[src/rtl/reset_sequencer_pkg.sv]
// Shared clock/reset infrastructure definitions: sequencer state encodings,
// reset-cause codes and the state-to-reset-output decode.
package reset_sequencer_pkg;

    localparam int unsigned STATE_W = 3;
    localparam int unsigned CAUSE_W = 2;

    typedef enum logic [STATE_W-1:0] {
        S_HOLD  = 3'd0,
        S_MEM   = 3'd1,
        S_IO    = 3'd2,
        S_RUN   = 3'd3,
        S_SOFT  = 3'd4,
        S_FAULT = 3'd5
    } state_t;

    typedef enum logic [CAUSE_W-1:0] {
        CAUSE_NONE  = 2'b00,
        CAUSE_POR   = 2'b01,
        CAUSE_SW    = 2'b10,
        CAUSE_FAULT = 2'b11
    } cause_t;

    // Returns {mem_rst_n, io_rst_n, cpu_rst_n} for a given state.
    function automatic logic [2:0] rst_decode(input state_t s);
        logic [2:0] r;
        r = 3'b000;
        case (s)
            S_MEM, S_SOFT: r = 3'b100;
            S_IO:          r = 3'b110;
            S_RUN:         r = 3'b111;
            default:       r = 3'b000;
        endcase
        return r;
    endfunction

endpackage

[src/rtl/reset_sequencer_if.sv]
// Request/status bundle between the reset sequencer and the domains it controls.
interface reset_sequencer_if;
    import reset_sequencer_pkg::*;

    logic   SwResetReq;
    logic   MemReady;
    logic   MemReset_n;
    logic   IoReset_n;
    logic   CpuReset_n;
    cause_t ResetCause;
    logic   Fault;

    modport master (
        input  SwResetReq,
        input  MemReady,
        output MemReset_n,
        output IoReset_n,
        output CpuReset_n,
        output ResetCause,
        output Fault
    );

    modport slave (
        output SwResetReq,
        output MemReady,
        input  MemReset_n,
        input  IoReset_n,
        input  CpuReset_n,
        input  ResetCause,
        input  Fault
    );
endinterface

[src/rtl/reset_sequencer.sv]
// Staged reset release for memory, I/O and CPU domains, with software reset
// and a sticky fault when memory initialization never completes.
module reset_sequencer
    import reset_sequencer_pkg::*;
#(
    parameter int unsigned HOLD_CYCLES    = 16,
    parameter int unsigned STAGE_CYCLES   = 8,
    parameter int unsigned TIMEOUT_CYCLES = 1024
) (
    input  logic                 Clock,
    input  logic                 Reset,
    reset_sequencer_if.master    bus
);

    localparam int unsigned CNT_W = $clog2(TIMEOUT_CYCLES);

    localparam logic [CNT_W-1:0] HOLD_LAST  = CNT_W'(HOLD_CYCLES - 1);
    localparam logic [CNT_W-1:0] STAGE_LAST = CNT_W'(STAGE_CYCLES - 1);
    localparam logic [CNT_W-1:0] TMO_LAST   = CNT_W'(TIMEOUT_CYCLES - 1);

    state_t           state_q, state_nxt;
    logic [CNT_W-1:0] cnt_q, cnt_nxt;
    cause_t           cause_q, cause_nxt;
    logic             fault_q, fault_nxt;
    logic [2:0]       rst_q, rst_nxt;

    // Next state, counter and registered-output values.
    always_comb begin
        state_nxt = state_q;
        cause_nxt = cause_q;
        fault_nxt = fault_q;
        cnt_nxt   = cnt_q;
        rst_nxt   = 3'b000;

        case (state_q)
            S_HOLD: begin
                if (cnt_q == HOLD_LAST) begin
                    state_nxt = S_MEM;
                    cause_nxt = CAUSE_POR;
                end
            end
            S_MEM: begin
                // Ready takes priority over a coincident timeout.
                if (bus.MemReady && (cnt_q >= STAGE_LAST)) begin
                    state_nxt = S_IO;
                end else if (cnt_q == TMO_LAST) begin
                    state_nxt = S_FAULT;
                    cause_nxt = CAUSE_FAULT;
                    fault_nxt = 1'b1;
                end
            end
            S_IO: begin
                if (cnt_q == STAGE_LAST) state_nxt = S_RUN;
            end
            S_RUN: begin
                if (bus.SwResetReq) begin
                    state_nxt = S_SOFT;
                    cause_nxt = CAUSE_SW;
                end
            end
            S_SOFT: begin
                if (cnt_q == HOLD_LAST) state_nxt = S_IO;
            end
            S_FAULT: begin
                state_nxt = S_FAULT;
            end
            default: begin
                state_nxt = S_HOLD;
            end
        endcase

        if (state_nxt != state_q) begin
            cnt_nxt = '0;
        end else if (cnt_q != TMO_LAST) begin
            cnt_nxt = cnt_q + CNT_W'(1);
        end

        rst_nxt = rst_decode(state_nxt);
    end

    always_ff @(posedge Clock or negedge Reset) begin
        if (!Reset) begin
            state_q <= S_HOLD;
            cnt_q   <= '0;
            cause_q <= CAUSE_NONE;
            fault_q <= 1'b0;
            rst_q   <= 3'b000;
        end else begin
            state_q <= state_nxt;
            cnt_q   <= cnt_nxt;
            cause_q <= cause_nxt;
            fault_q <= fault_nxt;
            rst_q   <= rst_nxt;
        end
    end

    assign bus.MemReset_n = rst_q[2];
    assign bus.IoReset_n  = rst_q[1];
    assign bus.CpuReset_n = rst_q[0];
    assign bus.ResetCause = cause_q;
    assign bus.Fault      = fault_q;

endmodule

[src/flat_wrapper.sv]
// flat-port wrapper written by rule: the top's interface ports become plain ports
module reset_sequencer_flat import reset_sequencer_pkg::*;
#(
    parameter int unsigned HOLD_CYCLES    = 16,
    parameter int unsigned STAGE_CYCLES   = 8,
    parameter int unsigned TIMEOUT_CYCLES = 1024
)
  (Clock, Reset, bus_SwResetReq, bus_MemReady, bus_MemReset_n, bus_IoReset_n, bus_CpuReset_n, bus_ResetCause, bus_Fault);
  reset_sequencer_if bus_i ();
  input  logic Clock;
  input  logic Reset;
  input wire logic [$bits(bus_i.SwResetReq)-1:0] bus_SwResetReq;
  input wire logic [$bits(bus_i.MemReady)-1:0] bus_MemReady;
  output wire logic [$bits(bus_i.MemReset_n)-1:0] bus_MemReset_n;
  output wire logic [$bits(bus_i.IoReset_n)-1:0] bus_IoReset_n;
  output wire logic [$bits(bus_i.CpuReset_n)-1:0] bus_CpuReset_n;
  output wire logic [$bits(bus_i.ResetCause)-1:0] bus_ResetCause;
  output wire logic [$bits(bus_i.Fault)-1:0] bus_Fault;
  assign bus_i.SwResetReq = bus_SwResetReq;
  assign bus_i.MemReady = bus_MemReady;
  assign bus_MemReset_n = bus_i.MemReset_n;
  assign bus_IoReset_n = bus_i.IoReset_n;
  assign bus_CpuReset_n = bus_i.CpuReset_n;
  assign bus_ResetCause = bus_i.ResetCause;
  assign bus_Fault = bus_i.Fault;
  reset_sequencer #(.HOLD_CYCLES(HOLD_CYCLES), .STAGE_CYCLES(STAGE_CYCLES), .TIMEOUT_CYCLES(TIMEOUT_CYCLES)) u_core (.Clock(Clock), .Reset(Reset), .bus(bus_i));
endmodule
[config.mk]
export PLATFORM = sky130hd
export DESIGN_NAME = reset_sequencer_flat
export DESIGN_NICKNAME = d
export VERILOG_FILES = /design/src/rtl/reset_sequencer_pkg.sv /design/src/rtl/reset_sequencer_if.sv /design/src/rtl/reset_sequencer.sv /design/src/flat_wrapper.sv
export SDC_FILE = /design/constraint.sdc
export NUM_CORES = 1
export LEC_CHECK = 0
export ABC_CLOCK_PERIOD_IN_PS = 2900
export CAP_MARGIN = 20
export CORE_ASPECT_RATIO = 0.75
export CORE_MARGIN = 2
export CORE_UTILIZATION = 45
export CTS_BUF_LIST = sky130_fd_sc_hd__clkbuf_2
export CTS_CLUSTER_SIZE = 8
export DETAILED_ROUTE_END_ITERATION = 6
export PLACE_DENSITY = 0.69
export SLEW_MARGIN = 20
export SYNTH_ARGS = -nofsm -noshare
export SYNTH_HDL_FRONTEND = slang
export SYNTH_SLANG_ARGS = --single-unit
[constraint.sdc]
create_clock -name Clock -period 2.9 [get_ports Clock]
set_input_delay 0.87 -clock Clock [delete_from_list [all_inputs] [get_ports Clock]]
set_output_delay 0.87 -clock Clock [all_outputs]
set_load 0.02 [all_outputs]
==> results of run 1 <==
-- path summary, 6_finish.rpt --
check                                             startpoint  cells past startpoint                            to
worst max-delay path             u_core.cnt_q[8]$_DFFE_PN0P_                      5   u_core.cnt_q[0]$_DFFE_PN0P_
worst min-delay path            u_core.bus.Fault$_DFFE_PN0P_                      1  u_core.bus.Fault$_DFFE_PN0P_
worst max register to register   u_core.cnt_q[8]$_DFFE_PN0P_                      5   u_core.cnt_q[0]$_DFFE_PN0P_
worst min register to register  u_core.bus.Fault$_DFFE_PN0P_                      1  u_core.bus.Fault$_DFFE_PN0P_
max in group asynchronous                              Reset                      2   u_core.cnt_q[1]$_DFFE_PN0P_
min in group asynchronous                              Reset                      2     u_core.rst_q[0]$_DFF_PN0_
-- where the power goes --
group | switching, mW | total [mW] | internal [mW]
combinational | 0.222 | 0.426 | 0.204
sequential | 0.0990 | 0.438 | 0.339
clock | 0.0825 | 0.119 | 0.0365
total | 0.403 | 0.983 | 0.579
-- metrics by stage --
stage / std cells / util / total power, mW / setup slack [ns] / instance area [sq um]
6_report: 159 / 0.5290 / 0.9827 / 0.5690 / 1221
5_1_grt: 159 / 0.5290 / 1.068 / 0.3998 / 1221
4_1_cts: 159 / 0.5290 / 0.9857 / 0.5967 / 1221
3_5_place_dp: 155 / 0.5203 / 0.8689 / 0.5763 / 1201
3_3_place_gp: 155 / 0.5203 / 0.8561 / 0.5813 / 1201
2_1_floorplan: 118 / - / 0.7537 / 0.8289 / 1096
-- worst max-delay path: cells and delay by family (launching register included) --
kind / cells / cell delay [ns]
AOI/OAI and AO/OA: 1 / 0.44
and+or+nand+nor: 4 / 1.33
DFF: 1 / 0.47
-- layout make-up --
class,count,area (sq um),area share
Multi-Input combinational cell,89,574.3,0.4703
Sequential cell,19,475.5,0.3893
Timing Repair Buffer,10,97.59,0.07992
Tap cell,34,42.54,0.03484
Clock buffer,4,20.02,0.01639
Inverter,3,11.26,0.009221
-- routing by layer --
metal | part of all wire | routed length, microns | GRT usage | up-vias
met5 | 0 | 0 | 0 | -
met3 | 0.068 | 151 | 0.06061 | 5
li1 | - | - | - | 444
met4 | 0.013 | 30 | 0.07826 | 0
met1 | 0.48 | 1081 | 0.2710 | 432
met2 | 0.44 | 973 | 0.2667 | 30
-- synthesized netlist by cell type, types with 2 or more instances --
library cell,count
nor3b_1,2
a31oi_1,2
nor3_1,4
nand2_1,8
dfrtp_1,19
and2_1,2
xnor2_1,4
inv_1,3
a211oi_1,3
nand3_1,6
or3_1,2
nand2b_1,6
nor2_1,13
o41ai_1,2
clkbuf_1,5
nand4_1,2
and3_1,2
o21ai_0,5
nor4_1,3
or2_2,2
a21oi_1,4
-- registers in the layout, indices dropped and copies added, names as in the netlist --
name                   cells
u_core.bus.Fault           1
u_core.cnt_q              10
u_core.bus.ResetCause      2
u_core.state_q             3
u_core.rst_q               3
-- kinds of logic (layout without fill, tap and decap cells) --
kind of cell,Yosys count,in the layout
buffers and inverters,10,17
XOR/XNOR,5,5
AND/OR/NAND/NOR,59,59
AO/OA/AOI/OAI,24,24
flip-flops,19,19
adder cells (fa/ha/maj),1,1
==> impl_metrics.csv, run 1 <==
group,metric,value,unit
run_status,status,"complete, no violations",
synthesis,synthAdderAreaFrac,0.01142,
pwr,powerDensity,804.7,mW/mm^2
timing,fin_crit_sh,0.8038,
timing,skew,0.004138,ns
worst_setup_path,critPathMaxFanout,6,
timing,fin_hold_ws,0.4885,ns
synthesis,synth_top_family_by_area,"simple AND/OR/NAND/NOR gates",
synthesis,synthArstFlopShare,1.000,
floorplan,initial_core_util,0.4748,
synthesis,synth_fp_nets,123,
synthesis,synth_warnings,0,
detailed_routing,wire_per_inst,14.06,microns
floorplan,coreArea,0.002308,sq mm
final_layout,drive_gt1_frac,0.1040,
final_layout,final_common_cell,"dfrtp_1",
placed_design,hpwlAfterDp,1.671,mm
detailed_routing,drc,0,
synthesis,syn_area,0.001096,sq mm
final_layout,area_growth,11.42,%
timing,fin_crit,2.331,ns
detailed_routing,routed_wl,2.236,mm
timing,hold_viol,0,
cts,numClockSinks,19,
worst_setup_path,path_cells,"or4_4 > o41ai_4 > nand3_1 > and3_1 > nor4_1",
worst_setup_path,crit_path_end_kind,"register",
final_layout,nNetsFinal,131,
synthesis,synth_ff_type,"dfrtp_1",
synthesis,ys_types,40,
detailed_routing,drtAntennaViolNets,0,
final_layout,final_cell_mix,"19 x dfrtp_1, 13 x nor2_1, 9 x clkdlybuf4s50_1, 8 x nand2_1",
cts,clk_pin_slew,0.17,ns
timing,slew_violations,0,
global_routing,first_global_vias,821,
floorplan,fp.dieW,60.99,microns
worst_setup_path,worst_ep_required_time,3.13,ns
cts,htreeDepth,1,
global_routing,track_usage,0.1897,
cts,cts_max_path_buffers,2,
timing,max_freq,0.4290,GHz
placed_design,io_buffers,9,
synthesis,avgSynthCellArea,9.289,sq um
synthesis,seq_area_frac_synth,0.4338,
final_layout,n_fill_cell,218,
floorplan,fp-row-count,15,
cts,cts_root_buffer,"clkbuf_2",
timing,rsz0062_at_grt,"false",
synthesis,yosys.area.top_type,"dfrtp_1",
synthesis,synth_compound_area_frac,0.1701,
cts,ctsHoldBuffers,0,
job,drv_cap,0,
detailed_routing,vias,911,
synthesis,synth-seq-cells,19,
detailed_routing,first_pass_iters,4,
worst_setup_path,worstPathArrival,2.56,ns
worst_setup_path,start_kind,"register",
global_routing,grt_pass1_wl,3.857,mm
timing,finalSetupViolations,0,
synthesis,yosys.area_share.xor_xnor,0.03995,
synthesis,synth_area_leaders,"dfrtp_1 43%, nor2_1 4.5%, nand2b_1 3.4%",
cts,ctsResizeCount,0,
worst_setup_path,rrSetupSlack,0.57,ns
worst_setup_path,critPathMaxStageDelay,0.57,ns
pwr,p_leak,0.5094,nW
synthesis,synthCells,118,
floorplan,fp.dieH,46.74,microns
cts,cts_made_buffers,3,
synthesis,synth_top_cell_area_share,0.4338,
placed_design,place.gp.congestion,0.8100,
synthesis,synth_edf_count,0,
timing,tightest_slew,0.5513,ns
final_layout,antenna_cells,0,
timing,slew_headroom,0.6297,
synthesis,synth_simple_gate_area_frac,0.3025,
cts,clk_latency,0.32,ns
detailed_routing,avgViaCountPerCell,5.730,
timing,setup-tns-final,0,ns
cts,cts_tree,"built",
synthesis,muxShareOfSynthArea,0,
worst_setup_path,critPathSlowestCell,"or4_4",
global_routing,grt_antenna_before_repair,0,
cts,cts_setup_buffers,0,
min_path,hold_path_class,"register to register",
floorplan,io_pins,10,
floorplan,die-area,0.002850,sq mm
pwr,ir_drop,0.0004269,V
worst_setup_path,path_class,"register to register",
global_routing,grt_max_degree,20,
detailed_routing,drt_iter0_drc,65,
global_routing,overflow,0,
Power figures use the tool's default switching activity.
==> inputs of run 2 (changes only) <==
ABC_CLOCK_PERIOD_IN_PS = 2400   (was 2900)
clock period = 2.4 ns   (was 2.9 ns; I/O delays follow)
==> run 2 against run 1 <==
Effect of this change:
- combinational power rose by 23%
- cell count up 1.3%
- flip-flop and latch count unchanged
- setup slack got worse by 0.41 ns
==> impl_metrics.csv, run 2 (synthesis gave the netlist of run 1 again) <==
group,metric,value,unit
run_status,status,"complete, no violations",
final_layout,finalInstanceArea,0.001236,sq mm
final_layout,area_growth,12.79,%
worst_setup_path,worst_ep_required_time,2.66,ns
timing,slew_violations,0,
cts,clk_latency,0.31,ns
cts,cts_max_path_buffers,2,
timing,hold_viol,0,
floorplan,coreArea,0.002308,sq mm
floorplan,fp.dieW,60.99,microns
timing,fin_crit_sh,0.9329,
worst_setup_path,rrSetupSlack,0.16,ns
worst_setup_path,ff2ff_path_depth,5,
timing,tightest_slew,0.4621,ns
floorplan,fp.dieH,46.74,microns
detailed_routing,vias,883,
cts,cts_root_buffer,"clkbuf_2",
final_layout,biggestRegsByFlops,"u_core.cnt_q x10, u_core.rst_q x3, u_core.state_q x3",
detailed_routing,drt_iter0_drc,26,
global_routing,first_global_vias,760,
final_layout,final_cell_mix,"19 x dfrtp_1, 13 x nor2_1, 9 x clkdlybuf4s50_1, 8 x nand2_1",
final_layout,largest_reg_flops,10,
floorplan,fp-row-count,15,
worst_setup_path,crit_path_end_kind,"register",
final_layout,drive_gt1_frac,0.1181,
worst_setup_path,start_kind,"register",
global_routing,overflow,0,
placed_design,place.gp.congestion,0.8852,
min_path,hold_path_class,"register to register",
pwr,p_leak,0.5193,nW
worst_setup_path,reg2reg_to,"u_core.rst_q[2]$_DFF_PN0_",
worst_setup_path,critPathSlowestCell,"or4_4",
final_layout,regMostFlops,"u_core.cnt_q",
cts,cts_setup_buffers,0,
timing,skew,0.003446,ns
worst_setup_path,critPathLaunch,"u_core.cnt_q[8]$_DFFE_PN0P_",
timing,max_freq,0.4467,GHz
final_layout,finalNonFillerCells,161,
worst_setup_path,crit_end,"u_core.rst_q[2]$_DFF_PN0_",
timing,setup-tns-final,0,ns
placed_design,place_area,0.001216,sq mm
job,drv_cap,0,
floorplan,io_pins,10,
detailed_routing,first_pass_iters,4,
cts,ctsResizeCount,0,
worst_setup_path,path_class,"register to register",
worst_setup_path,r2r_start,"u_core.cnt_q[8]$_DFFE_PN0P_",
cts,clk_pin_slew,0.18,ns
placed_design,hpwlAfterDp,1.569,mm
detailed_routing,drtAntennaViolNets,0,
final_layout,nNetsFinal,133,
global_routing,grt_pass1_wl,3.629,mm
global_routing,grt_max_degree,20,
final_layout,n_fill_cell,226,
placed_design,io_buffers,9,
pwr,powerDensity,964.7,mW/mm^2
worst_setup_path,critPathMaxStageDelay,0.56,ns
worst_setup_path,worstPathArrival,2.50,ns
detailed_routing,drc,0,
global_routing,grt_antenna_before_repair,0,
final_layout,antenna_cells,0,
cts,numClockSinks,19,
cts,ctsHoldBuffers,0,
final_layout,final_common_cell,"dfrtp_1",
worst_setup_path,critPathMaxFanout,7,
timing,finalSetupViolations,0,
pwr,ir_drop,0.0004693,V
detailed_routing,routed_wl,2.139,mm
detailed_routing,wire_per_inst,13.29,microns
floorplan,initial_core_util,0.4748,
timing,rsz0062_at_grt,"false",
timing,fin_crit,2.239,ns
timing,slew_headroom,0.6920,
cts,cts_tree,"built",
cts,htreeDepth,1,
worst_setup_path,path_cells,"or4_4 > or3b_1 > o41ai_1 > nor4b_1 > o21ai_1",
floorplan,die-area,0.002850,sq mm
detailed_routing,avgViaCountPerCell,5.484,
cts,cts_made_buffers,3,
placed_design,dpl.cell_count,157,
global_routing,track_usage,0.1775,
run 2: cell types whose count changed in the layout (fill, tap and decap cells not counted):
cell   delta
buf_4     +2
run 2: how the worst min path moves through the flow:
| stage | startpoint | end | slack, ns | depth (start not counted) |
|---|---|---|---|---|
| floorplan | Reset | u_core.bus.Fault$_DFFE_PN0P_ | 0.42 | 0 |
| global placement | u_core.bus.Fault$_DFFE_PN0P_ | u_core.bus.Fault$_DFFE_PN0P_ | 0.45 | 1 |
| detailed placement | u_core.bus.Fault$_DFFE_PN0P_ | u_core.bus.Fault$_DFFE_PN0P_ | 0.45 | 1 |
| CTS | u_core.bus.Fault$_DFFE_PN0P_ | u_core.bus.Fault$_DFFE_PN0P_ | 0.49 | 1 |
| global route | u_core.bus.Fault$_DFFE_PN0P_ | u_core.bus.Fault$_DFFE_PN0P_ | 0.55 | 1 |
| finish | u_core.bus.Fault$_DFFE_PN0P_ | u_core.bus.Fault$_DFFE_PN0P_ | 0.49 | 1 |
run 2: layer usage:
| layer | vias up | share of wire | global-route usage |
|---|---|---|---|
| met5 | - | 0 | 0 |
| li1 | 446 | - | - |
| met1 | 401 | 0.50 | 0.2726 |
| met3 | 3 | 0.072 | 0.04959 |
| met4 | 0 | 0.0037 | 0.03913 |
| met2 | 33 | 0.42 | 0.2495 |
run 2: worst max-delay path, delay by kind of cell (launching register included):
| kind | cells | cell delay (ns) |
|---|---|---|
| flip-flops | 1 | 0.45 |
| AO/OA/AOI/OAI | 2 | 0.58 |
| AND/OR/NAND/NOR | 3 | 1.15 |
run 2: cell type report:
| class | instances | area, sq um | share of cell area |
|---|---|---|---|
| multi-input cells | 89 | 574.3 | 0.4646 |
| flip-flops and latches | 19 | 475.5 | 0.3846 |
| repair buffers | 12 | 112.6 | 0.09109 |
| well taps | 34 | 42.54 | 0.03441 |
| clock buffers | 4 | 20.02 | 0.01619 |
| inverters | 3 | 11.26 | 0.009109 |
run 2: through the flow:
step	power, mW	setup WS (ns)	utilization	hold slack [ns]
floorplan	0.9107	0.3289	-	0.4244
global placement	1.044	0.2478	0.5268	0.4485
detailed placement	1.054	0.2244	0.5268	0.4534
CTS	1.201	0.1821	0.5355	0.4925
global route	1.293	0.02908	0.5355	0.5482
finish	1.193	0.1612	0.5355	0.4885
run 2: power breakdown:
| group | leakage, nW | internal, mW | switching [mW] |
|---|---|---|---|
| combinational | 0.257 | 0.259 | 0.266 |
| clock | 0.0166 | 0.0441 | 0.101 |
| sequential | 0.246 | 0.409 | 0.112 |
| total | 0.519 | 0.712 | 0.480 |
